<file path="src/rtl/siso_shift_arbiter_if.sv">
// Request/serial-link bundle for siso_shift_arbiter.
// The design itself takes the slave view; producers and the link side take the master view.
interface siso_shift_arbiter_if #(
  parameter int WIDTH = 4
);
  logic             req0_valid;
  logic [WIDTH-1:0] req0_data;
  logic             req0_ready;
  logic             req1_valid;
  logic [WIDTH-1:0] req1_data;
  logic             req1_ready;
  logic             sout;
  logic             sout_valid;
  logic             busy;
  logic             grant_id;
  logic             frame_done;

  modport master (
    output req0_valid, req0_data, req1_valid, req1_data,
    input  req0_ready, req1_ready, sout, sout_valid, busy, grant_id, frame_done
  );

  modport slave (
    input  req0_valid, req0_data, req1_valid, req1_data,
    output req0_ready, req1_ready, sout, sout_valid, busy, grant_id, frame_done
  );
endinterface

</file>
<file path="src/rtl/siso_shift_arbiter.sv">
// Round-robin two-requester scheduler serialising WIDTH-bit words MSB-first on one link.
// Latency: first bit one cycle after accept; readies only in IDLE. PARITY_EN appends an even-parity bit.
module siso_shift_arbiter #(
  parameter int WIDTH = 4
) (
  input  logic                  clk,
  input  logic                  rst,
  siso_shift_arbiter_if.slave   bus
);

  localparam int CW = (WIDTH > 2) ? $clog2(WIDTH) : 1;

  typedef enum logic [1:0] {
    IDLE  = 2'd0,
    SHIFT = 2'd1,
    PAR   = 2'd2,
    GAP   = 2'd3
  } state_t;

  state_t           state_q, state_d;
  logic [WIDTH-1:0] sreg_q, sreg_d;
  logic [CW-1:0]    cnt_q, cnt_d;
  logic             last_grant_q, last_grant_d;
  logic             grant_id_q, grant_id_d;
`ifdef PARITY_EN
  logic             par_q, par_d;
`endif

  logic             gnt0, gnt1;
  logic             take0, take1;
  logic [WIDTH-1:0] load_data;

  // Both valid: the requester that did not own the last frame wins.
  always_comb begin
    gnt1 = bus.req1_valid & (~bus.req0_valid | ~last_grant_q);
    gnt0 = bus.req0_valid & ~gnt1;
  end

  assign bus.req0_ready = (state_q == IDLE) & ~rst & gnt0;
  assign bus.req1_ready = (state_q == IDLE) & ~rst & gnt1;
  assign take0          = bus.req0_valid & bus.req0_ready;
  assign take1          = bus.req1_valid & bus.req1_ready;
  assign load_data      = take1 ? bus.req1_data : bus.req0_data;

  always_ff @(posedge clk or posedge rst) begin
    if (rst) begin
      state_q      <= IDLE;
      sreg_q       <= '0;
      cnt_q        <= '0;
      last_grant_q <= 1'b1;
      grant_id_q   <= 1'b0;
`ifdef PARITY_EN
      par_q        <= 1'b0;
`endif
    end else begin
      state_q      <= state_d;
      sreg_q       <= sreg_d;
      cnt_q        <= cnt_d;
      last_grant_q <= last_grant_d;
      grant_id_q   <= grant_id_d;
`ifdef PARITY_EN
      par_q        <= par_d;
`endif
    end
  end

  always_comb begin
    state_d      = state_q;
    sreg_d       = sreg_q;
    cnt_d        = cnt_q;
    last_grant_d = last_grant_q;
    grant_id_d   = grant_id_q;
`ifdef PARITY_EN
    par_d        = par_q;
`endif
    case (state_q)
      IDLE: begin
        if (take0 | take1) begin
          sreg_d       = load_data;
          cnt_d        = '0;
          grant_id_d   = take1;
          last_grant_d = take1;
`ifdef PARITY_EN
          par_d        = ^load_data;
`endif
          state_d      = SHIFT;
        end
      end
      SHIFT: begin
        sreg_d = {sreg_q[WIDTH-2:0], 1'b0};
        cnt_d  = cnt_q + CW'(1);
        if (cnt_q == CW'(WIDTH - 1)) begin
`ifdef PARITY_EN
          state_d = PAR;
`else
          state_d = GAP;
`endif
        end
      end
      PAR:     state_d = GAP;
      GAP:     state_d = IDLE;
      default: state_d = IDLE;
    endcase
  end

  // Link outputs decode from state registers only, so reset clears them asynchronously.
  always_comb begin
    bus.sout       = 1'b0;
    bus.sout_valid = 1'b0;
    case (state_q)
      SHIFT: begin
        bus.sout       = sreg_q[WIDTH-1];
        bus.sout_valid = 1'b1;
      end
`ifdef PARITY_EN
      PAR: begin
        bus.sout       = par_q;
        bus.sout_valid = 1'b1;
      end
`endif
      default: ;
    endcase
  end

  assign bus.busy       = (state_q != IDLE);
  assign bus.grant_id   = grant_id_q;
  assign bus.frame_done = (state_q == GAP);

endmodule

</file>
<file path="src/flat_wrapper.sv">
// flat-port wrapper written by rule: the top's interface ports become plain ports
module siso_shift_arbiter_flat 
#(
  parameter int WIDTH = 4
)
  (clk, rst, bus_req0_valid, bus_req0_data, bus_req1_valid, bus_req1_data, bus_req0_ready, bus_req1_ready, bus_sout, bus_sout_valid, bus_busy, bus_grant_id, bus_frame_done);
  siso_shift_arbiter_if #(.WIDTH(WIDTH)) bus_i ();
  input  logic clk;
  input  logic rst;
  input wire logic [$bits(bus_i.req0_valid)-1:0] bus_req0_valid;
  input wire logic [$bits(bus_i.req0_data)-1:0] bus_req0_data;
  input wire logic [$bits(bus_i.req1_valid)-1:0] bus_req1_valid;
  input wire logic [$bits(bus_i.req1_data)-1:0] bus_req1_data;
  output wire logic [$bits(bus_i.req0_ready)-1:0] bus_req0_ready;
  output wire logic [$bits(bus_i.req1_ready)-1:0] bus_req1_ready;
  output wire logic [$bits(bus_i.sout)-1:0] bus_sout;
  output wire logic [$bits(bus_i.sout_valid)-1:0] bus_sout_valid;
  output wire logic [$bits(bus_i.busy)-1:0] bus_busy;
  output wire logic [$bits(bus_i.grant_id)-1:0] bus_grant_id;
  output wire logic [$bits(bus_i.frame_done)-1:0] bus_frame_done;
  assign bus_i.req0_valid = bus_req0_valid;
  assign bus_i.req0_data = bus_req0_data;
  assign bus_i.req1_valid = bus_req1_valid;
  assign bus_i.req1_data = bus_req1_data;
  assign bus_req0_ready = bus_i.req0_ready;
  assign bus_req1_ready = bus_i.req1_ready;
  assign bus_sout = bus_i.sout;
  assign bus_sout_valid = bus_i.sout_valid;
  assign bus_busy = bus_i.busy;
  assign bus_grant_id = bus_i.grant_id;
  assign bus_frame_done = bus_i.frame_done;
  siso_shift_arbiter #(.WIDTH(WIDTH)) u_core (.clk(clk), .rst(rst), .bus(bus_i));
endmodule
</file>
<file path="config.mk">
export PLATFORM = sky130hd
export DESIGN_NAME = siso_shift_arbiter_flat
export DESIGN_NICKNAME = d
export VERILOG_FILES = /design/src/rtl/siso_shift_arbiter_if.sv /design/src/rtl/siso_shift_arbiter.sv /design/src/flat_wrapper.sv
export SDC_FILE = /design/constraint.sdc
export NUM_CORES = 1
export LEC_CHECK = 0
export BUFFER_PORTS_ARGS = -buffer_cell sky130_fd_sc_hd__buf_2
export CAP_MARGIN = 5
export CORE_AREA = 8 8 45 47
export DETAILED_ROUTE_END_ITERATION = 6
export DIE_AREA = 0 0 53 55
export PLACE_DENSITY = 0.84
export SYNTH_ARGS = -nofsm -noshare
export SYNTH_HDL_FRONTEND = slang
export SYNTH_SLANG_ARGS = --single-unit
</file>
<file path="constraint.sdc">
create_clock -name clk -period 2.85 [get_ports clk]
set_clock_uncertainty 0.1 [all_clocks]
set_input_delay 0.285 -clock clk [delete_from_list [all_inputs] [get_ports clk]]
set_output_delay 0.285 -clock clk [all_outputs]
set_load 0.005 [all_outputs]
</file>
==> impl_metrics.py, run 1 <==
metrics = {
    "cells_and_area": {
        "multi_input_area_um2": 335.3,
        "layout.nets": 102,
        "instances_no_fill": 100,
        "syn_to_final_growth_pct": 20.78,
        "antenna_cells": 0,
        "n_fill_cell": 120,
        "regArea_um2": 251.5,
        "drive_gt1_frac": 0.3333,
    },
    "critical_path": {
        "critPathRequiredTime_ns": 2.47,
        "r2r-end": "u_core.sreg_q[2]$_DFFE_PP0P_",
        "reg2reg_depth": 6,
        "rr_startpoint": "u_core.state_q[0]$_DFFE_PP0P_",
        "crit_family": "flip-flops",
        "r2r_setup_slack_ns": 0.99,
        "slowest_stage": "dfrtp_1",
        "crit_cells": 6,
        "crit_type": "reg -> out",
        "start_kind": "register",
        "cp_num_buf_inv": 2,
        "crit_chain": "inv_1 > ha_1 > nor2b_1 > nand2_1 > a21oi_1 > buf_2",
        "critical-path-max-stage-delay_ns": 0.43,
        "end_kind": "primary output",
        "worst_ep_arrival_time_ns": 1.67,
        "path_max_fanout": 4,
    },
    "power_and_ir_drop": {
        "irDropWorstVdd_uv": 573.1,
        "pwr-share-clk": 0.134,
        "seqPwrFrac": 0.348,
        "p_sw_uw": 298.6,
        "swShare": 0.3902,
        "p_total_uw": 765.3,
        "leakage_nw": 0.4187,
        "intPower_uw": 466.7,
        "powerDensity_nw_per_um2": 993.0,
        "pwr-share-comb": 0.518,
    },
    "grt": {
        "grt.total_usage": 0.09928,
        "grt_pass1_vias": 518,
        "top_usage_layer": "met2",
        "met3_usage": 0.03743,
        "grt_pass1_wl_um": 2090,
        "overflow": 0,
        "use_met1": 0.1108,
        "grt_use_met2": 0.1563,
        "grt_antenna_before_repair": 0,
        "grt_max_degree": 17,
    },
    "synthesis": {
        "syn_avg_cell_area_um2": 10.29,
        "ys_ff_latch": 10,
        "yosysWarnings": 0,
        "netlist_area_um2": 638.1,
        "synth_cells": 62,
        "syn_nets": 79,
        "synth_cell_types": 22,
        "seq_area_frac_synth": 0.3941,
    },
    "clock_network": {
        "insertion_delay_ns": 0.27,
        "cts_resized": 0,
        "h-tree-depth": 1,
        "clkSlewWorstSetupHoldPaths_ns": 0.07,
        "cts_made_buffers": 3,
        "clockRootBuffer": "clkbuf_4",
        "cts_tree": "done",
        "cts_buffer_depth": 2,
        "clock_sinks": 10,
    },
    "hold_path": {
        "hp-class": "in -> reg",
        "holdCritStartpoint": "bus_req1_valid",
        "holdPathEnd": "u_core.last_grant_q$_DFFE_PP1P_",
        "hold_depth": 3,
    },
    "routing": {
        "drt_iter0_drc": 7,
        "ant_nets": 0,
        "drt-pass1-iter-count": 4,
        "wl_per_cell_um": 13.55,
        "totalWireLength_um": 1355,
        "routed_via_density": 5.010,
        "num_vias": 501,
        "drc_errors": 0,
    },
    "sta": {
        "tightestPinTransition_ns": 0.5492,
        "final.setup.worst_slack_ns": 0.7960,
        "drv_slew": 0,
        "rsz0062_at_grt": "no",
        "period_share": 0.7207,
        "finalSetupViolations": 0,
        "final_hold_viol_count": 0,
        "period_needed_ns": 2.054,
        "slew_headroom": 0.6339,
        "fmax_mhz": 486.9,
        "finalSetupTns_ns": 0,
        "holdWs_ns": 0.2200,
    },
    "placement": {
        "io_buffers": 18,
        "dp_slack_ns": 1.021,
        "hpwl_um": 1053,
        "place_congestion": 0.7787,
        "dp_cells": 95,
    },
    "die": {
        "die_area_um2": 2915,
        "die_h_um": 55,
        "pin_count": 19,
        "die_x_um": 53,
        "start_util": 0.4611,
        "num_rows": 14,
        "core_area_um2": 1384,
    },
    "flow_run": {
        "cap_violations": 0,
    },
    "outcome": {
        "status": "complete, no violations",
    },
}
[worst max path at each step]
stage / end / slack, ns / from
after CTS: bus_req0_ready / 0.78 / u_core.state_q[0]$_DFFE_PP0P_
after detailed placement: u_core.sreg_q[2]$_DFFE_PP0P_ / 1.02 / u_core.state_q[0]$_DFFE_PP0P_
after global routing: bus_req0_ready / 0.68 / u_core.state_q[0]$_DFFE_PP0P_
after floorplan: u_core.sreg_q[1]$_DFFE_PP0P_ / 1.13 / u_core.state_q[0]$_DFFE_PP0P_
final: bus_req0_ready / 0.80 / u_core.state_q[0]$_DFFE_PP0P_
after global placement: u_core.sreg_q[2]$_DFFE_PP0P_ / 1.09 / u_core.state_q[0]$_DFFE_PP0P_
[per-stage QoR]
stage,cell area [µm²],utilization
floorplan,638.1,-
global placement,734.5,0.5307
detailed placement,734.5,0.5307
CTS,770.7,0.5570
global route,770.7,0.5570
finish,770.7,0.5570
[repair_timing]
item                                   4_1_cts  5_1_grt
endpoints found under the hold margin        9        0
buffers inserted                             0        0
hold buffers                                 1        0
[Yosys cell counts]
| cell | instances | area share |
|---|---|---|
| or3_1 | 6 | 0.059 |
| ha_1 | 5 | 0.098 |
| a21boi_4 | 1 | 0.029 |
| inv_1 | 9 | 0.053 |
| nand3b_4 | 1 | 0.031 |
| dfrtp_1 | 9 | 0.35 |
| a22oi_2 | 1 | 0.020 |
| mux2_4 | 1 | 0.024 |
| and2_1 | 1 | 0.0098 |
| clkbuf_8 | 1 | 0.022 |
| o21ai_0 | 2 | 0.016 |
| a21oi_1 | 4 | 0.031 |
| or2_1 | 1 | 0.0098 |
| mux2i_1 | 2 | 0.031 |
| nor2b_1 | 1 | 0.0098 |
| a21o_1 | 1 | 0.012 |
| a21o_4 | 1 | 0.024 |
| inv_2 | 1 | 0.0059 |
| a32o_1 | 4 | 0.063 |
| nand2_1 | 8 | 0.047 |
| o31ai_1 | 1 | 0.012 |
| dfstp_2 | 1 | 0.041 |
[cell usage in the layout (no fill, tap or decap), drive strengths merged, types with 2 or more instances in the layout]
cell,Yosys,final
clkbuf,1,4
dfrtp,9,9
o21ai,2,2
inv,10,10
ha,5,5
mux2i,2,2
a21oi,4,4
nand2,8,8
a32o,4,4
a21o,2,2
or3,6,6
buf,0,18
[routing by layer]
metal,vias to the layer above,share of wire
met5,-,0
met4,0,0.018
met3,4,0.094
met2,18,0.45
met1,223,0.44
li1,256,-
[cell families (layout without fill, tap and decap cells)]
kind of cell | after synthesis | count (layout) | synth area share
AND/OR/NAND/NOR | 18 | 18 | 0.1667
AO/OA/AOI/OAI | 15 | 15 | 0.2059
buffers and inverters | 11 | 33 | 0.08038
flip-flops | 10 | 10 | 0.3941
adder cells (fa/ha/maj) | 5 | 5 | 0.09804
multiplexers | 3 | 3 | 0.05490
[power by group through the flow]
| stage | combinational, mW | clock (mW) | sequential, mW |
|---|---|---|---|
| global route | 0.439 | 0.114 | 0.275 |
| floorplan | 0.317 | 0 | 0.258 |
| CTS | 0.401 | 0.106 | 0.266 |
| global placement | 0.383 | 0 | 0.262 |
| detailed placement | 0.396 | 0 | 0.268 |
| finish | 0.396 | 0.103 | 0.266 |
[worst min-delay path, cell delays in order]
cell and delay, ns:
buf_2 0.13, nand3b_4 0.08, o21ai_0 0.08
[sequential cells by signal, indices dropped and copies added, names as in the netlist]
register and cells:
u_core.bus.grant_id 1, u_core.sreg_q 4, u_core.cnt_q 2, u_core.last_grant_q 1
u_core.state_q 2
[final cells by class]
type / instances / area share
inverters: 10 / 0.04870
repair buffers: 19 / 0.1299
flip-flops and latches: 10 / 0.3263
clock buffers: 4 / 0.03409
well taps: 16 / 0.02597
multi-input cells: 41 / 0.4351
(Power assumes the default switching activity.)
==> run 2, diff against run 1 <==
- ABC_AREA: not set -> 1
- CORE_AREA: 8 8 45 47 -> not set
- CORE_MARGIN: not set -> 8
- CORE_UTILIZATION: not set -> 48
- DIE_AREA: 0 0 53 55 -> not set
- clock period: 2.85 -> 2.1 ns (I/O delays scaled with it)
==> run 2 against run 1 <==
  * Clock power is 70% higher
  * Critical path depth rose by 1
  * First-iteration DRC count is 43% lower
  * Flip-flop and latch count did not move
  * Non-clock buffer count grew 1
  * Power rose by 45%
  * Register-to-register slack lost 0.52 ns
  * Synthesized area rose by 0.98%
  * Die area down 4.9%
  * Global-route usage grew 2.0 points
  * Critical path type unchanged
  * Largest power group unchanged
==> impl_metrics.py, run 2 <==
metrics = {
    "synthesis": {
        "synth_cells": 84,
        "netlist_area_um2": 644.4,
        "seq_area_frac_synth": 0.3903,
        "synth.most_common_cell": "nand2_1",
        "synth_top_area_share": 0.3495,
        "syn_nets": 101,
        "synthTopCellsByArea": "dfrtp_1, nand2_1, ha_1, nand3_1, inv_1",
        "synth_cell_types": 18,
        "ys_ff_latch": 10,
        "synth_ff_type": "dfrtp_1",
        "ys_top_cells_by_count": "nand2_1, inv_1, dfrtp_1, nand3_1, ha_1",
        "synth-edff-count": 0,
        "synth_largest_area_cell": "dfrtp_1",
        "synthArstFlopShare": 1.000,
        "syn_avg_cell_area_um2": 7.671,
        "yosysWarnings": 0,
    },
    "flow_run": {
        "cap_violations": 0,
    },
    "routing": {
        "routed_via_density": 5.016,
        "totalWireLength_um": 1527,
        "num_vias": 617,
        "ant_nets": 0,
        "drc_errors": 0,
        "drt_iter0_drc": 4,
        "drt-pass1-iter-count": 4,
        "wl_per_cell_um": 12.41,
    },
    "die": {
        "core_area_um2": 1285,
        "start_util": 0.5015,
        "num_rows": 13,
        "pin_count": 19,
        "die_h_um": 52.64,
        "die_area_um2": 2771,
        "die_x_um": 52.64,
    },
    "power_and_ir_drop": {
        "pwr-share-clk": 0.157,
        "irDropWorstVdd_uv": 683.5,
        "swShare": 0.4355,
        "intPower_uw": 627.2,
        "seqPwrFrac": 0.312,
        "pwr-share-comb": 0.531,
        "p_sw_uw": 483.8,
        "powerDensity_nw_per_um2": 1377,
        "leakage_nw": 0.4616,
    },
    "critical_path": {
        "path_max_fanout": 5,
        "start_kind": "register",
        "end_kind": "primary output",
        "slowest_stage": "dfrtp_1",
        "crit_type": "reg -> out",
        "crit_chain": "inv_1 > ha_1 > nand2_2 > nor2_2 > inv_1 > nor2_1 > buf_2",
        "critPathRequiredTime_ns": 1.79,
        "worst_ep_arrival_time_ns": 1.58,
        "critical_path.most_common_cell": "inv_1",
        "critical-path-max-stage-delay_ns": 0.42,
    },
    "grt": {
        "grt_pass1_wl_um": 2525,
        "grt.total_usage": 0.1194,
        "grt_antenna_before_repair": 0,
        "grt_max_degree": 11,
        "overflow": 0,
        "grt_pass1_vias": 633,
    },
    "cells_and_area": {
        "drive_gt1_frac": 0.3241,
        "layout_common_cells": "nand2_1, buf_2, inv_1, nand3_1, dfrtp_1",
        "fin_area_um2": 807.0,
        "largest_register_ffs": 4,
        "syn_to_final_growth_pct": 25.24,
        "top_register": "u_core.sreg_q",
        "mostFrequentLayoutCell": "nand2_1",
        "layout.nets": 126,
        "reg_top3": "u_core.sreg_q x4, u_core.cnt_q x2, u_core.state_q x2",
        "antenna_cells": 0,
    },
    "sta": {
        "period_needed_ns": 1.890,
        "final_hold_viol_count": 0,
        "finalSetupTns_ns": 0,
        "tightestPinTransition_ns": 0.2682,
        "slew_headroom": 0.8212,
        "rsz0062_at_grt": "no",
        "period_share": 0.9000,
        "fmax_mhz": 529.1,
        "finalSetupViolations": 0,
        "drv_slew": 0,
    },
    "placement": {
        "place_congestion": 0.8073,
        "placed_area_um2": 760.7,
        "hpwl_um": 1171,
        "io_buffers": 18,
    },
    "hold_path": {
        "hp-class": "in -> reg",
    },
    "clock_network": {
        "cts_tree": "done",
        "cts_made_buffers": 3,
        "cts_buffer_depth": 2,
        "cts_setup_buffers": 0,
        "clock_sinks": 10,
        "clockRootBuffer": "clkbuf_4",
        "clkSlewWorstSetupHoldPaths_ns": 0.07,
        "insertion_delay_ns": 0.26,
        "h-tree-depth": 1,
        "cts_hold_buf": 1,
        "cts_resized": 0,
    },
    "outcome": {
        "status": "complete, no violations",
    },
}
## run 2: layer usage
| metal | wire length (µm) | track usage |
|---|---|---|
| met1 | 600 | 0.1013 |
| met5 | 0 | 0 |
| met2 | 805 | 0.2391 |
| met3 | 107 | 0.03125 |
| met4 | 13 | 0.06466 |
## run 2: per-stage QoR
stage	power (mW)	std cells	setup slack, ns	util	hold slack (ns)
floorplan	0.7674	84	0.6476	-	-0.03515
global placement	0.9056	118	0.5270	0.5920	0.1540
detailed placement	0.9343	118	0.4890	0.5920	0.1490
CTS	1.125	123	0.1991	0.6280	0.1521
global route	1.217	123	0.09930	0.6280	0.1813
finish	1.111	123	0.2100	0.6280	0.1494
## run 2: kinds of logic (layout without fill, tap and decap cells)
family	after synthesis	count (layout)	share of synthesized area
fa+ha+maj	5	5	0.09709
simple gates	52	52	0.4039
compound gates	5	5	0.03883
buf+inv	12	36	0.06990
flops	10	10	0.3903
## run 2: area by class of cell
class / count / area (µm²)
repair buffers: 20 / 107.6
fillers: 118 / 478.0
flip-flops and latches: 10 / 251.5
well taps: 15 / 18.77
inverters: 12 / 45.04
clock buffers: 4 / 36.28
multi-input cells: 62 / 347.8
## run 2: critical path: cells and delay by family, from the launching register on
family | cells | cell delay, ns
adder cells (fa/ha/maj) | 1 | 0.21
buffers and inverters | 3 | 0.30
flip-flops | 1 | 0.42
AND/OR/NAND/NOR | 3 | 0.39
## run 2: path summary, 6_finish.rpt
kind / startpoint / to / slack [ns] / cells past startpoint
min: bus_req0_data[0] / u_core.sreg_q[0]$_DFFE_PP0P_ / 0.15 / 5
min reg2reg: u_core.sreg_q[2]$_DFFE_PP0P_ / u_core.sreg_q[2]$_DFFE_PP0P_ / 0.37 / 2
max: u_core.state_q[1]$_DFFE_PP0P_ / bus_req0_ready / 0.21 / 7
max in group asynchronous: rst / u_core.last_grant_q$_DFFE_PP1P_ / 1.24 / 4
max reg2reg: u_core.state_q[1]$_DFFE_PP0P_ / u_core.sreg_q[3]$_DFFE_PP0P_ / 0.47 / 6
min in group asynchronous: rst / u_core.sreg_q[0]$_DFFE_PP0P_ / 0.44 / 4
## run 2: power groups by stage
stage / sequential [mW] / clock, mW / combinational [mW]
final: 0.346 / 0.175 / 0.590
after global routing: 0.358 / 0.192 / 0.668
after CTS: 0.345 / 0.181 / 0.600
after detailed placement: 0.349 / 0 / 0.586
after global placement: 0.345 / 0 / 0.561
after floorplan: 0.342 / 0 / 0.426
